$ cat src/rtl/seq_serializer.sv
// Parallel-to-serial converter with valid/ready intake, per-cycle hold and
// back-to-back word chaining; drives a downstream sequence detector.
module seq_serializer #(
  parameter int unsigned WIDTH     = 8,
  parameter bit          MSB_FIRST = 1'b1
) (
  input  logic             clk,
  input  logic             reset,
  input  logic [WIDTH-1:0] in_data,
  input  logic             in_valid,
  output logic             in_ready,
  input  logic             hold,
  output logic             seq,
  output logic             valid,
  output logic             word_done,
  output logic             busy
);

  localparam int unsigned CW = (WIDTH > 1) ? $clog2(WIDTH) : 1;
  localparam logic [CW-1:0] LAST = CW'(WIDTH - 1);

  typedef enum logic {
    IDLE  = 1'b0,
    SHIFT = 1'b1
  } state_t;

  state_t           r_state;
  logic [WIDTH-1:0] r_shreg;
  logic [CW-1:0]    r_cnt;

  logic w_adv;
  logic w_last;
  logic w_head;
  logic w_accept;

  always_comb begin
    w_adv    = (r_state == SHIFT) && !hold;
    w_last   = w_adv && (r_cnt == LAST);
    w_head   = MSB_FIRST ? r_shreg[WIDTH-1] : r_shreg[0];
    w_accept = in_valid && in_ready;
  end

  // Handshake and stream qualifiers are combinational so the last bit and the
  // next load share one edge without a bubble.
  assign valid     = w_adv;
  assign word_done = w_last;
  assign in_ready  = (r_state == IDLE) || w_last;
  assign busy      = (r_state == SHIFT);
  assign seq       = w_adv & w_head;

  always_ff @(posedge clk or posedge reset) begin
    if (reset) begin
      r_state <= IDLE;
      r_shreg <= '0;
      r_cnt   <= '0;
    end else if (w_accept) begin
      r_state <= SHIFT;
      r_shreg <= in_data;
      r_cnt   <= '0;
    end else if (w_last) begin
      r_state <= IDLE;
    end else if (w_adv) begin
      r_cnt <= r_cnt + CW'(1);
      if (MSB_FIRST)
        r_shreg <= {r_shreg[WIDTH-2:0], 1'b0};
      else
        r_shreg <= {1'b0, r_shreg[WIDTH-1:1]};
    end
  end

endmodule

$ cat config.mk
export PLATFORM = sky130hd
export DESIGN_NAME = seq_serializer
export DESIGN_NICKNAME = d
export VERILOG_FILES = /design/src/rtl/seq_serializer.sv
export SDC_FILE = /design/constraint.sdc
export NUM_CORES = 1
export LEC_CHECK = 0
export ABC_CLOCK_PERIOD_IN_PS = 2900
export CAP_MARGIN = 40
export CORE_MARGIN = 3
export CORE_UTILIZATION = 50
export CTS_BUF_LIST = sky130_fd_sc_hd__clkbuf_8
export DETAILED_ROUTE_END_ITERATION = 7
export PLACE_DENSITY = 0.8
export SKIP_CTS_REPAIR_TIMING = 1
export SYNTH_ARGS = -nofsm -noshare
export SYNTH_HDL_FRONTEND = slang
export SYNTH_SLANG_ARGS = --single-unit
$ cat constraint.sdc
create_clock -name clk -period 2.9 [get_ports clk]
set_input_delay 0.58 -clock clk [delete_from_list [all_inputs] [get_ports clk]]
set_output_delay 0.58 -clock clk [all_outputs]
set_load 0.05 [all_outputs]
**Word level (Yosys, flattened, before mapping)**

Cells that the tools add are included.

- Word-level logic and storage cells: 24
- Register bits after elaboration: 12

- $add $sub $neg: 1
- Bitwise gates (word level): 2
- Reduce and logical (&&, ||, !) cells: 8
- Equality and inequality tests: 2
- Mux-type cells: 8

Operator list:

| kind | count |
|---|---|
| $mux 8 | 3 |
| $mux 3 | 3 |
| $reduce_bool 2->1 | 2 |
| $add 3x1->3 const B | 1 |
| $eq 3x3->1 const B | 1 |
| $logic_and 1x1->1 | 3 |
| $mux 1 | 2 |
| $ne 2x1->1 const B | 1 |
| $reduce_and 2->1 | 1 |
| $and 1x1->1 | 1 |
| $logic_not 1->1 | 1 |
| $logic_or 1x1->1 | 1 |
| $not 1->1 | 1 |

**Logic depth before layout (Yosys ltp)**

Gate-level depths: netlist of the first run.

- Depth after elaboration: 7
- Depth in mapped cells: 6
- Mapped depth without buffers: 5

**Worst setup path before layout of the first run**

Ideal clock, no wire load.

- Path type: register -> output
- Start point: reg r_state, in the netlist busy
- End point: out seq
- Data arrival time: 2.141 ns
- Stages on the path, launching flop included: 5
- Path slack: 0.179 ns
- Required time: 2.320 ns
- Cell sequence: dfrtp_1 > buf_4 > inv_2 > nor2_1 > and2_1

- Cells in the longest elaborated chain, start to end: 2

Ends and longest elaborated chain:

| item | RTL line | source |
|---|---|---|
| from (decl) | 27 | `state_t r_state;` |
| from (signal assigned) | 53 | `r_state <= IDLE;` |
| from (signal assigned) | 57 | `r_state <= SHIFT;` |
| from (signal assigned) | 61 | `r_state <= IDLE;` |
| $logic_and 1x1->1 | 37 | `w_adv = (r_state == SHIFT) && !hold;` |
| via valid | 14 | `output logic valid,` |
| $and 1x1->1 | 49 | `assign seq = w_adv & w_head;` |
| to (decl) | 13 | `output logic seq,` |

The timed path passes the listed nets, and every way through them passes these cells.

**Worst setup path after layout of the first run**

- Start point: reg r_cnt[0]
- End point: out in_ready

- Cells in the longest elaborated chain, start to end: 3

Ends and longest elaborated chain:

| item | RTL line | source |
|---|---|---|
| from (decl) | 29 | `logic [CW-1:0] r_cnt;` |
| from (signal assigned) | 63 | `r_cnt <= r_cnt + CW'(1);` |
| $eq 3x3->1 | 38 | `w_last = w_adv && (r_cnt == LAST);` |
| $logic_and 1x1->1 | 38 |  |
| $logic_or 1x1->1 | 47 | `assign in_ready = (r_state == IDLE) \|\| w_last;` |
| to (decl) | 11 | `output logic in_ready,` |

Every way passes these cells.

==> results.cfg, run 1 <==
[die]
fp.dieW_um = 43.9
initial_utilization_pct = 54.5
core_um2 = 1320
die_area_um2 = 1930
fp-row-count = 13
top_level_ports = 17
fp.dieH_um = 43.9

[global_routing]
grt-ovfl-total = 0
use_met2_pct = 23.0
grt_pass1_vias = 511
grt_pass1_wl_mm = 2.42
grt_max_degree = 17
gr-max-usage-layer = met1
antenna_found_initial = 0
grt_usage_pct = 17.7
use_met1_pct = 24.0
met3_usage_pct = 11.2

[logic_synthesis]
yosys_warnings = 0
ys_ff_latch = 12
synth_top_family_by_area = simple AND/OR/NAND/NOR gates
syn-num-nets = 81
synthDistinctLibCells = 21
synth-adder-area-share_pct = 3.48
syn_area_per_cell_um2 = 10.7
yosys.area_share.xor_xnor_pct = 1.22
syn_area_um2 = 718
yosys.area_share.simple_pct = 20.9
synth-compound-area-share_pct = 20.9
muxShareOfSynthArea_pct = 4.88
ys_seq_area_share_pct = 41.8
synthCells = 67

[clock_tree]
numCtsBuffers = 3
h-tree-depth = 1
cts_root_buffer = clkbuf_8
path_clk_slew_ns = 0.05
clk-insertion-delay-late_ns = 0.24
clock_path_buffers = 2
cts_tree = built
cts.sinks = 12

[power]
p_leak_nw = 0.382
power_density_nw_per_um2 = 869
ir_worst_vdd_mv = 0.611
power_w = 0.000824

[sta]
drv_slew = 0
worst_slack_ns = 0.433
setup_tns_ns = 0
hold_slack_ns = 0.528
setup_viol = 0
period_needed_ns = 2.47
max_freq_ghz = 0.405
min_period_over_period_pct = 85.1
worstMarginPinSlew_ns = 0.498
rsz0062_at_grt = false
slew_headroom_pct = 66.7
finalHoldViolCount = 0
skew_ns = 0.00380

[setup_path]
reg2reg_slack_ns = 1.11
cp_top_family = adder cells
slowest_stage = o21ai_0
crit_type = reg -> out
cp.arrival_ns = 1.89
path_buf_inv = 2
cp_max_fo = 10
critical_path.endpoint = in_ready
required_ns = 2.32
setup.worst_path.start_class = flop
worstPathCellList = ha_1, ha_1, inv_1, o21ai_0, buf_12
reg2reg_depth = 5
r2r-end = r_shreg[0]$_DFFE_PP0P_
worst_path_most_repeated_cell = ha_1
r2r-start = r_cnt[0]$_DFFE_PP0P_
cp.depth = 5
end_kind = output pin
slowest_delay_ns = 0.41
critPathLaunch = r_cnt[0]$_DFFE_PP0P_

[place]
port_buffers = 16
place_congestion = 0.708
place_ws_ns = 0.678
dp_hpwl_um = 978

[flow_run]
drv_cap = 0

[drt]
num_vias = 557
drtIter0Drc = 7
drc = 0
viasPerCell = 5.68
wirelength_mm = 1.36
antenna_left = 0
routedWlPerCell_um = 13.8
drt_pass1_iterations = 4

[outcome]
status = complete, no violations

[finish]
layout.nets = 99
syn_to_final_growth_pct = 32.1
diodes = 0
drive_gt1_share_pct = 24.1

[hold_path]
hold_path.class = reg -> reg
holdPathStages = 2
min-delay-start = r_cnt[2]$_DFFE_PP0P_
## report_power, final
part / internal [W] / switching (W)
registers: 0.000240 / 0.0000546
logic: 0.000199 / 0.000181
clock network: 0.0000913 / 0.0000582
## cells by family (layout without fill, tap and decap cells)
| family | Yosys count | in the layout |
|---|---|---|
| muxes | 3 | 3 |
| adders and majority gates | 2 | 2 |
| DFF | 12 | 12 |
| buffers and inverters | 7 | 23 |
| AOI/OAI and AO/OA | 18 | 18 |
| xor gates and xnor gates | 1 | 1 |
| and+or+nand+nor | 24 | 24 |
## cells in the mapped netlist, drive strengths merged
library cell	n	area share, %
a21o	1	1.0
and2	1	0.87
buf	4	5.2
dfrtp	12	42
ha	2	3.5
inv	3	1.6
mux2	1	2.1
mux2i	2	2.8
nand2b	1	0.87
nor2	4	2.1
nor2b	9	8.9
nor3	8	5.6
nor3b	1	2.6
o21a	1	1.0
o21ai	9	7.8
o221a	7	11
xnor2	1	1.2
## layer usage
metal  vias to the layer above  part of all wire, %
met3                         3                  8.0
li1                        275                    -
met1                       258                   47
met4                         0                 0.59
met2                        21                   45
met5                         -                    0
## state kept, by name, indices dropped and copies added, names as in the netlist
signal and count:
busy 1, r_cnt 3, r_shreg 8
## worst min-delay path, delay by kind of cell (launching register included)
family / cells / cell delay [ns]
muxes: 1 / 0.07
DFF: 1 / 0.35
and+or+nand+nor: 1 / 0.07
## worst min path at each step
stage | slack, ns | endpoint
after global placement | 0.51 | r_cnt[2]$_DFFE_PP0P_
after global routing | 0.57 | r_cnt[2]$_DFFE_PP0P_
after floorplan | 0.44 | busy$_DFFE_PP0P_
after CTS | 0.54 | r_cnt[2]$_DFFE_PP0P_
final | 0.53 | r_cnt[2]$_DFFE_PP0P_
after detailed placement | 0.53 | r_cnt[2]$_DFFE_PP0P_
## area by class of cell
type	instances	area, um2
Fill cell	101	369
Sequential cell	12	300
Inverter	3	11.3
Timing Repair Buffer	17	208
Multi-Input combinational cell	48	369
Tap cell	15	18.8
Clock buffer	3	41.3
## placed cells by master, fill, tap and decap left out, drive strengths merged, types with 2 or more instances in the layout
master and n:
inv 3, nor2b 9, mux2i 2, nor3 8
ha 2, dfrtp 12, buf 5, clkdlybuf4s50 12
o221a 7, o21ai 9, nor2 4, clkbuf 3
## per-stage QoR
stage | area, um2 | util, % | cells
2_1_floorplan | 718 | - | 67
3_3_place_gp | 907 | 68.9 | 95
3_5_place_dp | 907 | 68.9 | 95
4_1_cts | 948 | 72.0 | 98
5_1_grt | 948 | 72.0 | 98
6_report | 948 | 72.0 | 98
Note: power is estimated with default switching activity, not from simulation.
==> run 2, diff against run 1 <==
--- a/config.mk
+++ b/config.mk
@@ -7,9 +7,8 @@
 export LEC_CHECK = 0
 export ABC_CLOCK_PERIOD_IN_PS = 2900
 export CAP_MARGIN = 40
-export CORE_MARGIN = 3
 export CORE_UTILIZATION = 50
-export CTS_BUF_LIST = sky130_fd_sc_hd__clkbuf_8
+export CTS_BUF_LIST = sky130_fd_sc_hd__clkbuf_4 sky130_fd_sc_hd__clkbuf_8
 export DETAILED_ROUTE_END_ITERATION = 7
 export PLACE_DENSITY = 0.8
 export SKIP_CTS_REPAIR_TIMING = 1
==> results.cfg, run 2 (same netlist as run 1, synthesis figures left out) <==
[global_routing]
antenna_found_initial = 0
grt_pass1_wl_mm = 2.12
grt_usage_pct = 20.7
grt_pass1_vias = 477
grt_max_degree = 15
grt-ovfl-total = 0

[finish]
largest_register_ffs = 8
ff_latch_area_um2 = 300
largest-register = r_shreg
diodes = 0
final_cell_mix = 12 x dfrtp_1, 12 x clkdlybuf4s50_1, 8 x nor2b_1, 8 x nor3_1, 8 x o21ai_0
fillCellCount = 101
multiInputGateArea_um2 = 369
drive_gt1_share_pct = 25.0
layout.nets = 99
postLayoutCoreUtil_pct = 71.6
syn_to_final_growth_pct = 31.4
stdcell_count = 99

[sta]
skew_ns = 0.00778
min_period_over_period_pct = 86.1
rsz0062_at_grt = false
worstMarginPinSlew_ns = 0.486
max_freq_ghz = 0.401
period_needed_ns = 2.50
setup_viol = 0
worst_slack_ns = 0.403
slew_headroom_pct = 67.5
setup_tns_ns = 0
drv_slew = 0
finalHoldViolCount = 0

[die]
initial_utilization_pct = 54.5
fp.dieH_um = 39.9
top_level_ports = 17
die_area_um2 = 1590
core_um2 = 1320
fp.dieW_um = 39.9
fp-row-count = 13

[setup_path]
slowest_delay_ns = 0.39
cp.arrival_ns = 1.92
crit_type = reg -> out
cp_max_fo = 10
reg2reg_slack_ns = 1.11
end_kind = output pin
worst_path_most_repeated_cell = ha_1
slowest_stage = ha_1
required_ns = 2.32
setup.worst_path.start_class = flop
worstPathCellList = ha_1, ha_1, inv_1, o21ai_0, buf_12

[place]
place_congestion = 0.746
dp_hpwl_um = 974
placedCellCount = 95
port_buffers = 16
place_ws_ns = 0.470

[clock_tree]
clock_path_buffers = 2
cts_tree = built
cts.sinks = 12
numCtsBuffers = 3
h-tree-depth = 1
cts_root_buffer = clkbuf_4
path_clk_slew_ns = 0.07
clk-insertion-delay-late_ns = 0.28

[drt]
viasPerCell = 5.60
wl_met2_um = 589
routed.top_layer = met4
antenna_left = 0
met1Wirelength_um = 660
wirelength_mm = 1.34
wl_met3_um = 72
drtIter0Drc = 12
drc = 0
num_vias = 554
drt_pass1_iterations = 4
routedWlPerCell_um = 13.5

[power]
p_leak_nw = 0.382
swShare_pct = 36.6
ir_worst_vdd_mv = 0.593
p_switching_w = 0.000296
power_w = 0.000810
p_clk_share_pct = 16.9
power_density_nw_per_um2 = 858
p_comb_share_pct = 46.3
internal-power_w = 0.000513
pwr-share-seq_pct = 36.8

[outcome]
status = complete, no violations

[hold_path]
hold_path.class = reg -> reg

[flow_run]
drv_cap = 0
## run 2: cell types whose count changed in the layout (fill, tap and decap cells not counted)
cell / previous run / this run
clkbuf_4: 0 / 3
clkbuf_8: 3 / 1
## run 2: final timing paths
check	from	end	cells past startpoint
max	r_cnt[0]$_DFFE_PP0P_	in_ready	5
min	r_cnt[2]$_DFFE_PP0P_	r_cnt[2]$_DFFE_PP0P_	2
max reg2reg	r_cnt[0]$_DFFE_PP0P_	r_shreg[0]$_DFFE_PP0P_	5
min reg2reg	r_cnt[2]$_DFFE_PP0P_	r_cnt[2]$_DFFE_PP0P_	2
max in group asynchronous	reset	r_cnt[0]$_DFFE_PP0P_	2
min in group asynchronous	reset	r_shreg[1]$_DFFE_PP0P_	2
## run 2: area by class of cell
class	count	area share [%]
Tap cell	15	1.99
Inverter	3	1.19
Multi-Input combinational cell	48	39.1
Clock buffer	4	3.85
Timing Repair Buffer	17	22.0
Sequential cell	12	31.8
## run 2: per-stage QoR
stage,area [um2],hold WS (ns)
6_report,943,0.539
3_5_place_dp,907,0.524
2_1_floorplan,718,0.445
4_1_cts,943,0.543
3_3_place_gp,907,0.508
5_1_grt,943,0.587
## run 2: critical path: cells and delay by family, from the launching register on
kind	cells	cell delay [ns]
buffers and inverters	2	0.33
AO/OA/AOI/OAI	1	0.39
adder cells (fa/ha/maj)	2	0.55
flip-flops	1	0.37
## run 2: power by group through the flow
stage / combinational, W / sequential [W] / clock (W)
floorplan: 0.000279 / 0.000287 / 0
global placement: 0.000369 / 0.000298 / 0
detailed placement: 0.000380 / 0.000301 / 0
CTS: 0.000380 / 0.000298 / 0.000139
global route: 0.000411 / 0.000306 / 0.000146
finish: 0.000374 / 0.000298 / 0.000137
## run 2: routing by layer
| layer | GRT usage (%) | up-vias |
|---|---|---|
| met5 | 0 | - |
| met4 | 12.9 | 0 |
| met3 | 5.11 | 2 |
| met2 | 28.2 | 18 |
| met1 | 28.5 | 257 |
| li1 | - | 277 |
==> run 3, diff against run 2 <==
--- a/config.mk
+++ b/config.mk
@@ -7,10 +7,10 @@
 export LEC_CHECK = 0
 export ABC_CLOCK_PERIOD_IN_PS = 2900
 export CAP_MARGIN = 40
-export CORE_UTILIZATION = 50
+export CORE_UTILIZATION = 30
 export CTS_BUF_LIST = sky130_fd_sc_hd__clkbuf_4 sky130_fd_sc_hd__clkbuf_8
 export DETAILED_ROUTE_END_ITERATION = 7
-export PLACE_DENSITY = 0.8
+export PLACE_DENSITY = 0.53
 export SKIP_CTS_REPAIR_TIMING = 1
 export SYNTH_ARGS = -nofsm -noshare
 export SYNTH_HDL_FRONTEND = slang
==> results.cfg, run 3 (same netlist as run 1, synthesis figures left out) <==
[global_routing]
grt_usage_pct = 13.2
grt-ovfl-total = 0
grt_pass1_vias = 519
grt_max_degree = 15
grt_pass1_wl_mm = 2.48
antenna_found_initial = 0

[hold_path]
whs_endpoint = r_cnt[1]$_DFFE_PP0P_
hold_path.class = reg -> reg
min-delay-start = r_cnt[1]$_DFFE_PP0P_
holdPathStages = 2

[place]
port_buffers = 16
place_congestion = 0.704
dp_hpwl_mm = 1.02
placedCellCount = 108

[sta]
rsz0062_at_grt = false
min_period_over_period_pct = 86.4
hold_slack_ns = 0.547
finalHoldViolCount = 0
skew_ns = 0.00499
setup_viol = 0
max_freq_ghz = 0.399
slew_headroom_pct = 67.4
drv_slew = 0
period_needed_ns = 2.50
setup_tns_ns = 0
worstMarginPinSlew_ns = 0.488

[drt]
drc = 0
drtIter0Drc = 5
antenna_left = 0
drt_pass1_iterations = 4
viasPerCell = 4.80
routedWlPerCell_um = 12.8
wirelength_mm = 1.43
num_vias = 538

[clock_tree]
cts_root_buffer = clkbuf_4
clk-insertion-delay-late_ns = 0.28
path_clk_slew_ns = 0.07
cts_tree = built
clock_path_buffers = 2
cts.sinks = 12
numCtsBuffers = 3
h-tree-depth = 1

[finish]
ff_latch_area_um2 = 300
layout.nets = 99
largest_register_ffs = 8
final_cell_mix = 12 x dfrtp_1, 12 x clkdlybuf4s50_1, 8 x nor2b_1, 8 x nor3_1, 8 x o21ai_0
stdcell_count = 112
diodes = 0
syn_to_final_growth_pct = 33.6
largest-register = r_shreg
fillCellCount = 230
postLayoutCoreUtil_pct = 43.0
drive_gt1_share_pct = 25.0
multiInputGateArea_um2 = 369

[die]
die_area_um2 = 2590
fp.dieW_um = 50.9
fp-row-count = 17
fp.dieH_um = 50.9
initial_utilization_pct = 32.2
core_um2 = 2230
top_level_ports = 17

[setup_path]
cp.arrival_ns = 1.92
end_kind = output pin
reg2reg_depth = 5
setup.worst_path.start_class = flop
r2r-start = r_cnt[0]$_DFFE_PP0P_
reg2reg_slack_ns = 1.10
crit_type = reg -> out
required_ns = 2.32
r2r-end = r_shreg[0]$_DFFE_PP0P_
cp_max_fo = 10

[flow_run]
drv_cap = 0

[outcome]
status = complete, no violations

[power]
power_w = 0.000810
p_leak_nw = 0.382
ir_worst_vdd_mv = 0.502
power_density_nw_per_um2 = 844
[run 3: through the flow]
stage	worst slack, ns	area (um2)
floorplan	0.179	718
finish	0.396	960
detailed placement	0.481	923
global route	0.257	960
CTS	0.382	960
global placement	0.512	923
[run 3: power by group]
group | leakage (nW) | internal, W | switching [W]
registers | 0.135 | 0.000239 | 0.0000579
logic | 0.226 | 0.000199 | 0.000179
clock network | 0.0210 | 0.0000763 | 0.0000591
total | 0.382 | 0.000514 | 0.000296
[run 3: area by class of cell]
class	count	share of cell area, %
multi-input combinational	48	38.5
sequential	12	31.3
timing repair buffer	17	21.6
clock buffer	4	3.78
tap	28	3.65
inverter	3	1.17
[run 3: how the worst max path moves through the flow]
stage	start	slack, ns	depth (start not counted)	to
5_1_grt	r_cnt[0]$_DFFE_PP0P_	0.26	5	in_ready
3_5_place_dp	hold	0.48	3	in_ready
3_3_place_gp	hold	0.51	3	in_ready
4_1_cts	r_cnt[0]$_DFFE_PP0P_	0.38	5	in_ready
2_1_floorplan	busy$_DFFE_PP0P_	0.18	4	seq
6_report	r_cnt[0]$_DFFE_PP0P_	0.40	5	in_ready
[run 3: worst max-delay path: stages, from the launching register on]
cell     delay, ns
dfrtp_1       0.37
ha_1          0.15
ha_1          0.40
inv_1         0.13
o21ai_0       0.40
buf_12        0.20
[run 3: routing by layer]
layer  GRT usage, %  vias to the layer above  wire (um)
met3           5.65                        2         84
met2           19.1                       14        609
li1               -                      277          -
met4           5.56                        0         16
met1           16.9                      245        721
met5              0                        -          0
